$ cat config.mk
export PLATFORM = sky130hd
export DESIGN_NAME = wb_stage
export DESIGN_NICKNAME = d
export VERILOG_FILES = /design/src/rtl/wb_stage.sv
export SDC_FILE = /design/constraint.sdc
export NUM_CORES = 1
export LEC_CHECK = 0
export ABC_AREA = 1
export CORE_ASPECT_RATIO = 1.1
export CORE_MARGIN = 5
export CORE_UTILIZATION = 53
export CTS_CLUSTER_DIAMETER = 80
export DETAILED_ROUTE_END_ITERATION = 12
export GPL_ROUTABILITY_DRIVEN = 0
export PLACE_DENSITY = 0.87
export SYNTH_ARGS = -nofsm -noshare
export SYNTH_HDL_FRONTEND = slang
export SYNTH_SLANG_ARGS = --single-unit
$ cat constraint.sdc
create_clock -name clk -period 3.5 [get_ports clk]
set_input_delay 1.05 -clock clk [delete_from_list [all_inputs] [get_ports clk]]
set_output_delay 1.05 -clock clk [all_outputs]
set_load 0.02 [all_outputs]
$ cat src/rtl/wb_stage.sv
// Writeback stage of the 4-stage RV32I pipeline: registers the execute/memory result,
// aligns load data, drives the register file write port and keeps the retired count.
module wb_stage #(
  parameter int XLEN = 32
) (
  input  logic            clk,
  input  logic            rst,
  input  logic            ex_valid,
  input  logic            ex_reg_wen,
  input  logic [4:0]      ex_rd,
  input  logic [1:0]      ex_wb_sel,
  input  logic [XLEN-1:0] ex_alu_result,
  input  logic [XLEN-1:0] ex_pc_plus4,
  input  logic [2:0]      ex_funct3,
  input  logic [XLEN-1:0] dmem_rdata,
  input  logic            stall,
  input  logic            flush,
  output logic            wb_wen,
  output logic [4:0]      wb_rd,
  output logic [XLEN-1:0] wb_data,
  output logic            fwd_valid,
  output logic [63:0]     instret
);

  logic            r_valid;
  logic            r_reg_wen;
  logic [4:0]      r_rd;
  logic [1:0]      r_wb_sel;
  logic [XLEN-1:0] r_alu_result;
  logic [XLEN-1:0] r_pc_plus4;
  logic [2:0]      r_funct3;
  logic [63:0]     r_instret;

  logic [7:0]      w_byte;
  logic [15:0]     w_half;
  logic [XLEN-1:0] w_load;
  logic            w_retire;

  // stall and flush are level controls sampled at every rising edge; flush beats stall,
  // and the instruction already in WB retires on any edge where it is valid and unstalled.
  assign w_retire = r_valid & ~stall;

  always_ff @(posedge clk or negedge rst) begin
    if (!rst) begin
      r_valid      <= 1'b0;
      r_reg_wen    <= 1'b0;
      r_rd         <= '0;
      r_wb_sel     <= '0;
      r_alu_result <= '0;
      r_pc_plus4   <= '0;
      r_funct3     <= '0;
      r_instret    <= '0;
    end else begin
      if (w_retire) r_instret <= r_instret + 64'd1;
      if (flush) begin
        r_valid <= 1'b0;
      end else if (!stall) begin
        r_valid      <= ex_valid;
        r_reg_wen    <= ex_reg_wen;
        r_rd         <= ex_rd;
        r_wb_sel     <= ex_wb_sel;
        r_alu_result <= ex_alu_result;
        r_pc_plus4   <= ex_pc_plus4;
        r_funct3     <= ex_funct3;
      end
    end
  end

  // Halfword selection ignores addr[0]: misaligned halves are not trapped here.
  assign w_byte = dmem_rdata[{r_alu_result[1:0], 3'b000} +: 8];
  assign w_half = r_alu_result[1] ? dmem_rdata[31:16] : dmem_rdata[15:0];

  always_comb begin
    w_load = dmem_rdata;
    case (r_funct3)
      3'b000:  w_load = {{(XLEN-8){w_byte[7]}}, w_byte};
      3'b001:  w_load = {{(XLEN-16){w_half[15]}}, w_half};
      3'b100:  w_load = {{(XLEN-8){1'b0}}, w_byte};
      3'b101:  w_load = {{(XLEN-16){1'b0}}, w_half};
      default: w_load = dmem_rdata;
    endcase
  end

  always_comb begin
    wb_data = r_alu_result;
    case (r_wb_sel)
      2'b01:   wb_data = w_load;
      2'b10:   wb_data = r_pc_plus4;
      default: wb_data = r_alu_result;
    endcase
  end

  assign wb_rd     = r_rd;
  assign wb_wen    = r_valid & r_reg_wen & (r_rd != 5'd0) & ~stall;
  assign fwd_valid = wb_wen;
  assign instret   = r_instret;

endmodule

# ---- Word level (Yosys, flattened, before mapping)
# Index checks and enable logic that the tools add are counted.
dict set report op_classes {
  addsub 1
  n_eq_ne 6
  shift 1
  mux 5
  n_bitwise 6
  reduce_logical 3
}
# operator count
set op_table {}
lappend op_table {{case mux 32 bit (4 select lines)} 1}
lappend op_table {{adder 64 x 1 -> 64 bit (second input constant)} 1}
lappend op_table {{case mux 32 bit (2 select lines)} 1}
lappend op_table {{variable part select 32 x 6 -> 8 bit} 1}
lappend op_table {{2-to-1 mux 16 bit} 1}
lappend op_table {{== test 3 bit (second input constant)} 2}
lappend op_table {{nonzero test 5 bit} 1}
lappend op_table {{AND 1 bit} 4}
lappend op_table {{== test 3 x 1 -> 1 bit (second input constant)} 1}
lappend op_table {{zero test 3 bit} 1}
lappend op_table {{== test 2 x 1 -> 1 bit (second input constant)} 1}
lappend op_table {{== test 2 bit (second input constant)} 1}
lappend op_table {{2-to-1 mux 1 bit} 2}
lappend op_table {{inequality test 2 x 1 -> 1 bit (second input constant)} 1}
lappend op_table {{NOT 1 bit} 2}
lappend op_table {{AND reduction 2 bit} 1}
dict set report word_totals {
  reg_bits 140
  inputBits 112
  wordCells 30
}

# ---- Longest topological paths before layout
dict set report logic_depth {
  word_depth 3
  depth_mapped 11
  ltp_nobuf 11
}

# ---- Least setup slack after synthesis
# No wires, ideal clock.
dict set report synth_timing {
  kind {input-to-output}
  start {in dmem_rdata[15]}
  end {out wb_data[25]}
  arrival_time_ns 2.173
  required_ns 2.450
  setup_slack_ns 0.277
  cell_stages 9
  path_buffers 1
  cell_sequence {inv_1 -> a21oi_1 -> o21ai_0 -> nand2_1 -> nand2_1 -> nand2_2 -> buf_4 -> nand2_1 -> a21oi_1}
}
dict set report synth_between {
  elab_chain_len 3
  elab_cells_between_ends 4
  cone_classes {1 x shift; 3 x mux}
}
# element line
set synth_lines {}
lappend synth_lines {{from (decl)} 15} ;# input logic [XLEN-1:0] dmem_rdata,
lappend synth_lines {{variable part select 32 x 6 -> 8 bit or 2-to-1 mux 16 bit (tied branches)} {70, 71}}
lappend synth_lines {{case mux 32 bit (4 select lines) *} 75} ;# case (r_funct3)
lappend synth_lines {{case mux 32 bit (2 select lines) *} 86} ;# case (r_wb_sel)
lappend synth_lines {{to (decl)} 20} ;# output logic [XLEN-1:0] wb_data,
# Every way passes the cells marked *; elsewhere a longest branch is shown, timed or not.

# ---- Final worst setup path
dict set report layout_timing {
  start {in dmem_rdata[25]}
  end {out wb_data[9]}
}
dict set report layout_between {
  elab_chain_len 3
}
# element line
set layout_lines {}
lappend layout_lines {{2-to-1 mux 16 bit} 71} ;# assign w_half = r_alu_result[1] ? dmem_rdata[31:16] : dmem_rdata[15:0];
lappend layout_lines {{case mux 32 bit (4 select lines)} 75}
lappend layout_lines {{case mux 32 bit (2 select lines)} 86}
# No other way between the ends.

==> results.py <==
metrics = {
    "synthesis": {
        "synth_top_area_share_pct": 45.1,
        "ys_ff_latch": 140,
        "syn_avg_cell_area_um2": 8.26,
        "yosys.area.top_type": "dfrtp_1",
        "yosysWarningCount": 0,
        "syn_area_mm2": 0.00776,
        "synth_cell_types": 37,
        "yosysSeqAreaShare_pct": 45.1,
        "ys_dominant_reg_cell": "dfrtp_1",
        "synth_common_cells": "nand2_1, nor2_1, dfrtp_1, inv_1, a21oi_1",
        "async_flop_share_pct": 100,
        "syn-num-nets": 1055,
        "synthTopCellsByArea": "dfrtp_1, nand2_1, mux2_2, nor2_1, a21oi_1",
        "synth_edf_count": 0,
        "yosysMostFrequentCell": "nand2_1",
        "syn-instance-count": 940,
    },
    "sta": {
        "period_needed_ps": 3480,
        "hold_viol_final": 0,
        "slew_headroom_pct": 56.6,
        "fin_tns_setup_ps": 0,
        "rsz0062_at_grt": "true",
        "slew_viol_final": 0,
        "clock_skew_ps": 8.41,
        "finalCritPeriodShare_pct": 99.3,
        "setup_viol": 0,
        "holdWs_ps": 501,
        "worst_pin_slew_ps": 651,
        "fmax_mhz": 288,
    },
    "pwr": {
        "peakVddDrop_v": 0.000313,
        "finalPower_w": 0.00508,
        "p_per_area_mw_per_mm2": 471,
        "p_leak_nw": 4.75,
    },
    "floorplanning": {
        "io_pins": 215,
        "die_w_um": 125,
        "coreArea_mm2": 0.0144,
        "dieHeight_um": 137,
        "initial_utilization_pct": 53.9,
        "die_area_mm2": 0.0172,
        "rows": 46,
    },
    "global_routing": {
        "grt_overflow": 0,
        "grtUsageTotal_pct": 28.7,
        "antenna_found_initial": 3,
        "grt_max_degree": 70,
        "grt_pass1_wl_um": 38600,
        "first_global_vias": 7530,
    },
    "cts": {
        "numCtsBuffers": 17,
        "clock_latency_ps": 420,
        "cts-root-buf": "clkbuf_16",
        "post_cts_buffers": 0,
        "clk_pin_slew_worst_paths_ps": 50,
        "cts_buffer_depth": 2,
        "cts_tree": "yes",
        "cts.sinks": 140,
        "ctsHoldBuffers": 0,
        "cts-htree-levels": 4,
    },
    "drt": {
        "wl_per_cell_um": 17.7,
        "drc": 0,
        "vias_per_cell": 5.48,
        "drt_wl_total_um": 24300,
        "drt-pass1-iter-count": 5,
        "vias": 7547,
        "antenna_left": 0,
        "drt-initial-drc-count": 650,
    },
    "worst_setup_path": {
        "worstSetupEndpoint": "wb_data[9]",
        "slowest_delay_ps": 460,
        "cp-startpoint": "dmem_rdata[25]",
        "r2r-start": "instret[1]$_DFFE_PN0P_",
        "path_common_cell": "nand2_1",
        "r2r_cells": 9,
        "worstPathMaxFanout": 2,
        "crit_type": "in -> out",
        "worstPathRequired_ps": 2450,
        "start_kind": "input port",
        "critical-path-slowest-cell": "clkdlybuf4s50_1",
        "cp-end-kind": "primary output",
        "rr_endpoint": "instret[60]$_DFFE_PN0P_",
        "worstPathCellList": "clkdlybuf4s50_1 > inv_1 > nand2_1 > o21ai_0 > and2_1 > o21ai_2 > nand2_1 > a21oi_2 > buf_4",
        "reg2reg_slack_ps": 1560,
        "worstPathArrival_ps": 2430,
    },
    "layout": {
        "nNetsFinal": 1286,
        "area_delta_synth_final_pct": 39.2,
        "drive_above_1_share_pct": 17.1,
        "design_area_mm2": 0.0108,
        "nFillCells": 1036,
    },
    "min_path": {
        "hp-class": "reg -> reg",
        "min_path_cells": 1,
    },
    "placement": {
        "port_buffers": 214,
        "dp_hpwl_um": 17900,
        "placed_area_mm2": 0.0103,
    },
    "flow_run": {
        "drv_cap": 0,
    },
    "outcome": {
        "outcome": "complete, no violations",
    },
}
==> power breakdown <==
| part | switching, W | total (W) | internal (W) |
|---|---|---|---|
| combinational | 0.000779 | 0.00138 | 0.000601 |
| clock | 0.000679 | 0.00183 | 0.00115 |
| sequential | 0.000105 | 0.00187 | 0.00177 |
| total | 0.00156 | 0.00508 | 0.00352 |
==> per-layer routing <==
metal / share of wire, % / vias to the layer above / track usage (%)
li1: - / 3531 / -
met1: 39 / 3596 / 34.6
met3: 7.7 / 64 / 7.06
met5: 0.11 / - / 0
met4: 3.7 / 4 / 13.6
met2: 49 / 352 / 48.7
==> worst max-delay path: cells and delay by family <==
kind | cells | cell delay [ps]
buffers and inverters | 3 | 680
AOI/OAI and AO/OA | 3 | 360
and+or+nand+nor | 3 | 330
==> final cells by class <==
type                            instances  area (µm²)  share of cell area [%]
Multi-Input combinational cell        690        3870                    35.8
Sequential cell                       140        3500                    32.4
Timing Repair Buffer                  241        2280                    21.1
Clock buffer                           21         460                    4.26
Inverter                               81         304                    2.81
Tap cell                              192         240                    2.22
Clock inverter                         11         143                    1.32
Antenna cell                            1        2.50                  0.0232
==> metrics by stage <==
stage / worst slack [ps] / instances / util (%)
after detailed placement: -645 / 1344 / 71.4
after global routing: -54.7 / 1376 / 75.1
after CTS: 5.07 / 1376 / 74.7
after global placement: -608 / 1344 / 71.4
final: 23.2 / 1377 / 75.1
after floorplan: 277 / 940 / -
==> logic make-up (layout without fill, tap and decap cells) <==
group / after synthesis / after routing / synth area share [%]
AO/OA/AOI/OAI: 125 / 125 / 8.59
XOR/XNOR: 45 / 45 / 5.08
adder cells (fa/ha/maj): 3 / 3 / 0.484
buffers and inverters: 110 / 354 / 5.59
flip-flops: 140 / 140 / 45.1
multiplexers: 59 / 59 / 8.56
other: 0 / 1 / 0
AND/OR/NAND/NOR: 458 / 458 / 26.5
==> timing repair <==
item | 4_1_cts | 5_1_grt
setup endpoints to repair | 32 | 32
gates resized for setup | 133 | 34
pin swaps | 4 | 5
==> worst min path at each step <==
stage | start | endpoint | slack, ps
after global placement | r_alu_result[16]$_DFFE_PN0P_ | r_alu_result[16]$_DFFE_PN0P_ | 490
after detailed placement | r_reg_wen$_DFFE_PN0P_ | r_reg_wen$_DFFE_PN0P_ | 490
after floorplan | r_reg_wen$_DFFE_PN0P_ | r_reg_wen$_DFFE_PN0P_ | 470
after global routing | r_alu_result[9]$_DFFE_PN0P_ | r_alu_result[9]$_DFFE_PN0P_ | 520
after CTS | r_reg_wen$_DFFE_PN0P_ | r_reg_wen$_DFFE_PN0P_ | 510
final | r_reg_wen$_DFFE_PN0P_ | r_reg_wen$_DFFE_PN0P_ | 500
==> flip-flops by register name, summed over array words and instances (netlist names) <==
name and count:
r_wb_sel 2, r_funct3 3, instret 64, r_reg_wen 1, wb_rd 5, r_valid 1
r_pc_plus4 32, r_alu_result 32
==> layout by cell type, fill, tap and decap left out, types with 4 or more instances in the layout <==
cell type and count:
nand3_2 4, o21ai_0 31, and2_1 8, xnor2_1 26
nand3_1 41, mux2_2 59, nor2_2 10, a22oi_1 8
o21ai_2 5, o21ai_1 5, buf_4 34, clkdlybuf4s50_1 173
buf_2 16, dfrtp_1 140, a21oi_2 6, nand2_1 188
clkbuf_16 17, buf_6 4, nand4_1 24, nand2_2 5
inv_2 4, inv_1 77, nor2_1 147, xor2_1 19
nor3_1 9, buf_12 4, or2_2 4, nor2_4 9
clkinv_2 4, a21oi_1 63, dlygate4sd2_1 4
(Power assumes the default switching activity.)
